## config.mk

```make
export PLATFORM = sky130hd
export DESIGN_NAME = fb_write_unit
export DESIGN_NICKNAME = d
export VERILOG_FILES = /design/src/rtl/fb_write_unit.sv
export SDC_FILE = /design/constraint.sdc
export NUM_CORES = 1
export LEC_CHECK = 0
export BUFFER_PORTS_ARGS = -buffer_cell sky130_fd_sc_hd__buf_4
export CAP_MARGIN = 10
export CORE_MARGIN = 5
export CORE_UTILIZATION = 51
export DETAILED_ROUTE_END_ITERATION = 16
export PLACE_DENSITY = 0.9
export RECOVER_POWER = 100
export SYNTH_ARGS = -nofsm -noshare
export SYNTH_HDL_FRONTEND = slang
export SYNTH_SLANG_ARGS = --single-unit
```

## constraint.sdc

```tcl
create_clock -name clk -period 2.9 [get_ports clk]
set_clock_uncertainty 0.15 [all_clocks]
set_input_delay 0 -clock clk [delete_from_list [all_inputs] [get_ports clk]]
set_output_delay 0 -clock clk [all_outputs]
set_load 0.01 [all_outputs]
```

## src/rtl/fb_write_unit.sv

```systemverilog
// Pixel write coalescer for a 3-channel framebuffer: gathers pixel writes into
// one 16-pixel word per channel and writes them back, doing a read-modify-write when only part of the word is set.
module fb_write_unit #(
  parameter int READ_LATENCY = 2
) (
  input  logic        clk,
  input  logic        reset,
  input  logic        wr_valid,
  output logic        wr_ready,
  input  logic [6:0]  wr_line,
  input  logic [6:0]  wr_offset,
  input  logic [2:0]  wr_pixel,
  input  logic        flush,
  output logic        busy,
  output logic        wr_dropped,
  output logic [13:0] bram_address,
  output logic        bram_read_enable,
  output logic [1:0]  bram_write_enable,
  output logic [15:0] bram_wdata_r,
  output logic [15:0] bram_wdata_g,
  output logic [15:0] bram_wdata_b,
  input  logic [15:0] bram_rdata_r,
  input  logic [15:0] bram_rdata_g,
  input  logic [15:0] bram_rdata_b
);

  // state   | meaning
  // IDLE    | buffer empty, any write accepted
  // ACCUM   | buffer holds a tag, same-tag writes merge in
  // RD      | one-cycle read strobe at the buffered address
  // RD_WAIT | wait for read data, merge it under the mask
  // WRITE   | one-cycle write strobe with the merged words
  typedef enum logic [2:0] {IDLE, ACCUM, RD, RD_WAIT, WRITE} state_t;

  state_t      state, state_next;
  logic [9:0]  tag;
  logic [15:0] mask, data_r, data_g, data_b;
  logic [2:0]  wait_cnt;

  logic [9:0]  in_tag;
  logic        on_screen, accept, load, tag_miss;
  logic [15:0] in_bit, mask_next;

  assign in_tag    = {wr_line, wr_offset[6:4]};
  assign on_screen = (wr_line < 7'd96);
  assign in_bit    = 16'h0001 << wr_offset[3:0];
  assign tag_miss  = wr_valid && on_screen && (in_tag != tag);
  assign accept    = wr_valid && wr_ready;
  assign load      = accept && on_screen && ((state == IDLE) || (state == ACCUM));
  assign mask_next = load ? (mask | in_bit) : mask;

  always_ff @(posedge clk) begin
    if (reset) state <= IDLE;
    else       state <= state_next;
  end

  always_comb begin
    state_next = state;
    case (state)
      IDLE: begin
        if (load) begin
          if (flush) state_next = (mask_next == 16'hFFFF) ? WRITE : RD;
          else       state_next = ACCUM;
        end
      end
      ACCUM: begin
        if (flush || tag_miss) state_next = (mask_next == 16'hFFFF) ? WRITE : RD;
      end
      RD:      state_next = RD_WAIT;
      RD_WAIT: if (wait_cnt == 3'd0) state_next = WRITE;
      WRITE:   state_next = IDLE;
      default: state_next = IDLE;
    endcase
  end

  always_comb begin
    wr_ready          = (state == IDLE) || ((state == ACCUM) && !tag_miss);
    busy              = (state != IDLE);
    bram_read_enable  = (state == RD);
    bram_write_enable = (state == WRITE) ? 2'b11 : 2'b00;
    bram_address      = {tag, 4'b0000};
    bram_wdata_r      = (state == WRITE) ? data_r : 16'h0000;
    bram_wdata_g      = (state == WRITE) ? data_g : 16'h0000;
    bram_wdata_b      = (state == WRITE) ? data_b : 16'h0000;
  end

  // Read data is valid when wait_cnt hits 1; the extra RD_WAIT cycle registers the merge.
  always_ff @(posedge clk) begin
    if (reset) begin
      tag        <= 10'd0;
      mask       <= 16'h0000;
      data_r     <= 16'h0000;
      data_g     <= 16'h0000;
      data_b     <= 16'h0000;
      wait_cnt   <= 3'd0;
      wr_dropped <= 1'b0;
    end else begin
      wr_dropped <= accept && !on_screen;
      if (load) begin
        if (state == IDLE) tag <= in_tag;
        mask                   <= mask_next;
        data_r[wr_offset[3:0]] <= wr_pixel[2];
        data_g[wr_offset[3:0]] <= wr_pixel[1];
        data_b[wr_offset[3:0]] <= wr_pixel[0];
      end
      case (state)
        RD: wait_cnt <= 3'(READ_LATENCY);
        RD_WAIT: begin
          if (wait_cnt != 3'd0) wait_cnt <= wait_cnt - 3'd1;
          if (wait_cnt == 3'd1) begin
            data_r <= (bram_rdata_r & ~mask) | (data_r & mask);
            data_g <= (bram_rdata_g & ~mask) | (data_g & mask);
            data_b <= (bram_rdata_b & ~mask) | (data_b & mask);
          end
        end
        WRITE: mask <= 16'h0000;
        default: ;
      endcase
    end
  end

endmodule

```

# After elaboration in Yosys (flattened, before gate mapping)
# Cells that the tools add are included.
dict set report word_totals {
  register_bits 81
  output_inout_bits 68
  in_bits 69
  word_cells 84
}
dict set report classes {
  bitwise_logic 11
  shift 1
  n_mux 27
  addsub 1
  eq_ne 11
  magnitude_cmp 3
  reduce_logical 22
}
# op count
set ops {}
lappend ops {{two-way mux 16 bit} 13}
lappend ops {{bitwise AND 16 bit} 6}
lappend ops {{bitwise OR 16 bit} 4}
lappend ops {{bitwise mux 16 bit} 3}
lappend ops {{two-way mux 3 bit} 6}
lappend ops {{equality test 16 bit (second input constant)} 1}
lappend ops {{inverter 16 bit} 1}
lappend ops {{left shift 1 x 4 -> 16 bit (first input constant)} 1}
lappend ops {{one-hot mux 3 bit (4 select lines)} 1}
lappend ops {{!= test 10 bit} 1}
lappend ops {{logical AND 1 bit} 8}
lappend ops {{!= test 2 bit (second input constant)} 4}
lappend ops {{less-than comparator 7 bit (second input constant)} 1}
lappend ops {{equality test 3 x 1 -> 1 bit (second input constant)} 2}
lappend ops {{equality test 3 x 2 -> 1 bit (second input constant)} 2}
lappend ops {{zero test 3 bit} 2}
lappend ops {{one-hot mux 3 bit (2 select lines)} 1}
lappend ops {{nonzero test 3 bit} 2}
lappend ops {{less-than comparator 4 x 5 -> 1 bit (second input constant)} 1}
lappend ops {{demux 1 bit (select 4 bit)} 1}
lappend ops {{greater-or-equal comparator 4 x 1 -> 1 bit (second input constant)} 1}
lappend ops {{AND reduction 2 bit} 2}
lappend ops {{equality test 3 bit (second input constant)} 1}
lappend ops {{logical OR 1 bit} 3}
lappend ops {{7 further kinds} 8}

# Depth between registers and ports, before layout
dict set report depth {
  ltp_word 15
  mapped_depth 10
  mapped_depth_nobuf 8
}

# Worst setup path after synthesis
# Ideal clock, no wire load.
dict set report synth_path {
  path_kind {register -> register}
  from {reg tag[8]}
  to {reg state[2]}
  path_stages_with_launch 9
  setup_slack_ns 0.169
  period_less_slack_ns 2.731
  t_required_ns 2.662
  n_path_buf 0
  setup_ns 0.088
  t_arrival_ns 2.493
  cell_sequence {dfxtp_1 > xor2_1 > nor4_4 > nand4_4 > a211o_1 > a22o_1 > or4_4 > o21a_1 > nor4_2}
}
dict set report synth_via {
  elab_chain_len 14
  word_cells_on_any_way 19
  cone_classes {4 x eq/ne; 6 x mux; 9 x reduce/logical}
}
# item line
set synth_lines {}
lappend synth_lines {{start: declaration} 36} ;# logic [9:0] tag;
lappend synth_lines {{start signal: assignment} 100} ;# if (state == IDLE) tag <= in_tag;
lappend synth_lines {{!= test 10 bit (*)} 47} ;# assign tag_miss = wr_valid && on_screen && (in_tag != tag);
lappend synth_lines {{logical AND 1 bit (*)} 47}
lappend synth_lines {{zero test 1 bit} 77} ;# wr_ready = (state == IDLE) || ((state == ACCUM) && !tag_miss);
lappend synth_lines {{logical AND 1 bit} 77}
lappend synth_lines {{logical OR 1 bit} 77}
lappend synth_lines {{logical AND 1 bit} 48} ;# assign accept = wr_valid && wr_ready;
lappend synth_lines {{logical AND 1 bit (2 in a row)} 49} ;# assign load = accept && on_screen && ((state == IDLE) || (state == ACCUM));
lappend synth_lines {{two-way mux 16 bit} 50} ;# assign mask_next = load ? (mask | in_bit) : mask;
lappend synth_lines {{equality test 16 bit} {62, 67}}
lappend synth_lines {{two-way mux 3 bit} {62, 67}}
lappend synth_lines {{two-way mux 3 bit} 62} ;# if (flush) state_next = (mask_next == 16'hFFFF) ? WRITE : RD;
lappend synth_lines {{two-way mux 3 bit} 61} ;# if (load) begin
lappend synth_lines {{one-hot mux 3 bit (4 select lines)} 59} ;# case (state)
lappend synth_lines {{end signal: assignment} 54} ;# else state <= state_next;
lappend synth_lines {{end: declaration} 35} ;# state_t state, state_next;
# Mark *: on every way between the ends. The rest lies on a longest branch, timed or not. The select of a mux whose other input is x is not followed.
# A chain may end at the register's enable or synchronous reset.

# Worst setup path after layout
dict set report layout_path {
  from {reg state[1]}
  to {reg state[2]}
}
dict set report layout_via {
  elab_chain_len 12
  word_cells_on_any_way 21
  cone_classes {7 x eq/ne; 6 x mux; 8 x reduce/logical}
}
# item line
set layout_lines {}
lappend layout_lines {{equality test 3 x 1 -> 1 bit} {49, 59, 77}}
lappend layout_lines {{logical AND 1 bit} 77}
lappend layout_lines {{logical OR 1 bit} 77}
lappend layout_lines {{logical AND 1 bit} 48}
lappend layout_lines {{logical AND 1 bit (2 in a row)} 49}
lappend layout_lines {{two-way mux 16 bit} 50}
lappend layout_lines {{equality test 16 bit} {62, 67}}
lappend layout_lines {{two-way mux 3 bit} {62, 67}}
lappend layout_lines {{two-way mux 3 bit} 62}
lappend layout_lines {{two-way mux 3 bit} 61}
lappend layout_lines {{one-hot mux 3 bit (4 select lines)} 59}
# Several ways; a longest one is shown, not always the timed one. The select of a mux whose other input is x is not followed.

==> results.yml <==
cts:
  cts-htree-levels: 3
  cts.sinks: 81
  cts_tree: "built"
  cts.path.max_buffers: 2
  cts_made_buffers: 9
  clock_latency_ns: 0.36
  cts_root_buffer: "clkbuf_8"
  clk_pin_slew_ns: 0.08
synthesis:
  synth-simple-area-share_pct: 37.9
  synth_ff_type: "dfxtp_1"
  synthXorXnorAreaFrac_pct: 2.26
  synth-adder-area-share_pct: 0.882
  synth_top_family_by_area: "simple AND/OR/NAND/NOR gates"
  synth_area_um2: 4250
  synth.distinct_cells: 52
  synth.avg_cell_area_um2: 7.65
  async_reset_ff_share_pct: 0
  synth.ff_latch_count: 81
  synth.area.mux_share_pct: 0
  yosys_warnings: 0
  yosysSeqAreaShare_pct: 38.1
  synth_compound_area_share_pct: 15.1
  synth-edff-count: 0
  syn-instance-count: 556
global_route:
  globalRouteOverflowTotal: 0
  grt_pass1_wl_mm: 24.2
  track_usage_pct: 29.1
  grt_max_degree: 67
  antenna_found_initial: 0
  grt_pass1_vias: 5083
place:
  io_buffers: 132
  hpwl_mm: 9.16
  post-place-cells: 769
  dp_slack_ns: 0.0425
  gp_congestion: 1.01
worst_hold_path:
  hold_path_class: "input port to register"
  hold_depth: 2
  min_to: "wait_cnt[0]$_SDFFE_PP0P_"
  holdCritStartpoint: "reset"
setup_path:
  r2r-start: "state[1]$_SDFFE_PP0P_"
  reg2reg_slack_ns: 0.09
  cp_max_fo: 8
  worst_setup_path_start_kind: "register"
  critPathCaptureType: "register"
  r2r-end: "state[2]$_SDFFE_PP0P_"
  reg2reg_depth: 8
  crit_arrival_ns: 2.93
  crit_type: "register to register"
  required_ns: 3.02
floorplanning:
  initial_core_util_pct: 52.0
  rows: 33
  design.die.area_um2: 10300
  ios: 137
  coreArea_um2: 8180
  fp.dieW_um: 101
  dieHeight_um: 101
timing:
  tightestPinTransition_ns: 0.932
  drv_slew: 0
  setup_viol: 0
  finalHoldViolCount: 0
  relSlewSlack_pct: 37.9
  fmax_mhz: 356
  fin_crit_ns: 2.81
  setup_slack_ns: 0.0910
  final.period_utilization_pct: 96.9
final_layout:
  fillers: 565
  syn_to_final_growth_pct: 49.3
  drive_gt1_share_pct: 23.2
  n_antenna_cell: 0
  nets: 838
  fin_cells: 876
detailed_routing:
  drc_errors: 0
  first_pass_iters: 6
  vias: 5071
  drt_iter0_markers: 429
  via_per_inst: 5.79
  ant_nets: 0
  routed_wl_mm: 15.2
  wl_per_cell_um: 17.4
status:
  outcome: "completed"
power:
  peakVddDrop_mv: 0.282
  p_leak_uw: 0.00261
  p_per_area_nw_per_um2: 412
job:
  max_cap_viol_count: 0
==> cell families after synthesis <==
group                    after synthesis
buffers and inverters                 56
AO/OA/AOI/OAI                         95
AND/OR/NAND/NOR                      309
flip-flops                            81
XOR/XNOR                              11
adder cells (fa/ha/maj)                3
other                                  1
==> where the power goes <==
group / switching, uW / internal [uW]
registers: 51.9 / 1160
logic: 346 / 291
clock network: 412 / 353
==> cell usage in the layout (no fill, tap or decap), drive strengths merged, types with 2 or more instances in the layout <==
master / synthesis / routed
nor2: 93 / 93
nor3: 60 / 60
clkbuf: 29 / 37
nand2: 34 / 34
inv: 16 / 16
a41oi: 3 / 3
nor3b: 5 / 5
a211oi: 4 / 4
o21ai: 26 / 26
nand3: 12 / 12
clkinv: 0 / 3
o2bb2ai: 2 / 2
xor2: 10 / 10
dfxtp: 81 / 81
nand4: 5 / 5
o221a: 12 / 12
dlygate4sd3: 0 / 88
buf: 11 / 122
a21bo: 2 / 2
nor4: 34 / 34
conb: 1 / 4
ha: 3 / 3
a21boi: 2 / 2
a21oi: 26 / 26
or2: 2 / 2
nor2b: 4 / 4
and2: 48 / 48
nand2b: 3 / 3
nand4b: 2 / 2
a21o: 2 / 2
clkinvlp: 0 / 2
o22ai: 7 / 7
or4b: 2 / 2
==> repair_timing <==
item / in CTS / in global routing
setup endpoints to repair: 0 / 23
hold buffers: 88 / 0
hold endpoints to repair: 65 / 0
gates resized for setup: 0 / 24
setup buffers: 0 / 3
==> worst max-delay path, stage by stage (launching register included) <==
cell and delay (ns):
dfxtp_1 0.38, or4b_1 0.60, nor3_2 0.17, nand4_1 0.19, a21oi_2 0.23, o22ai_1 0.13, or4_4 0.56, o21a_1 0.19
nor4_2 0.12
==> cell usage after synthesis (all sizes together) (7+ instances only) <==
cell type   n  area share (%)
and2       48             7.1
nand2      34             3.0
a21oi      26             3.1
nor4       34             5.9
o22ai       7             1.0
xor2       10             2.1
inv        16             1.4
nor2       93             8.2
o21ai      26             3.1
dfxtp      81              38
nand3      12             1.4
nor3       60             7.1
o221a      12             3.2
clkbuf     29             2.6
buf        11             1.8
==> layout make-up <==
cell class / count / area [um^2] / share of cell area [%]
Multi-Input combinational cell: 422 / 2460 / 38.7
Timing Repair Buffer: 236 / 1900 / 29.8
Tap cell: 105 / 131 / 2.07
Sequential cell: 81 / 1620 / 25.5
Inverter: 16 / 60.1 / 0.945
Clock buffer: 11 / 151 / 2.38
Clock inverter: 5 / 30.0 / 0.473
==> layer usage <==
layer / track usage (%) / part of all wire [%] / vias up
met1: 33.5 / 38 / 2336
met3: 7.09 / 8.4 / 68
met4: 12.3 / 4.1 / 0
li1: - / - / 2371
met2: 51.1 / 50 / 296
met5: 0 / 0 / -
==> per-stage QoR <==
stage,power (uW),TNS [ns],utilization [%],hold slack (ns),instance area (um^2)
detailed placement,1770,0,65.0,0.120,5310
floorplan,1550,0,-,-0.0140,4270
global route,2730,-0.0649,77.7,0.0573,6350
finish,2620,0,77.7,0.0114,6350
CTS,2600,0,78.0,0.000204,6370
global placement,1750,0,65.0,0.116,5310
==> worst max-delay path by stage <==
stage,startpoint,cells past startpoint,to
4_1_cts,state[2]$_SDFFE_PP0P_,8,register
6_report,state[1]$_SDFFE_PP0P_,8,state[2]$_SDFFE_PP0P_
5_1_grt,state[1]$_SDFFE_PP0P_,8,state[2]$_SDFFE_PP0P_
2_1_floorplan,tag[8]$_SDFFE_PP0P_,8,state[2]$_SDFFE_PP0P_
3_3_place_gp,state[2]$_SDFFE_PP0P_,8,state[2]$_SDFFE_PP0P_
3_5_place_dp,state[2]$_SDFFE_PP0P_,8,state[2]$_SDFFE_PP0P_
Power figures use the tool's default switching activity.
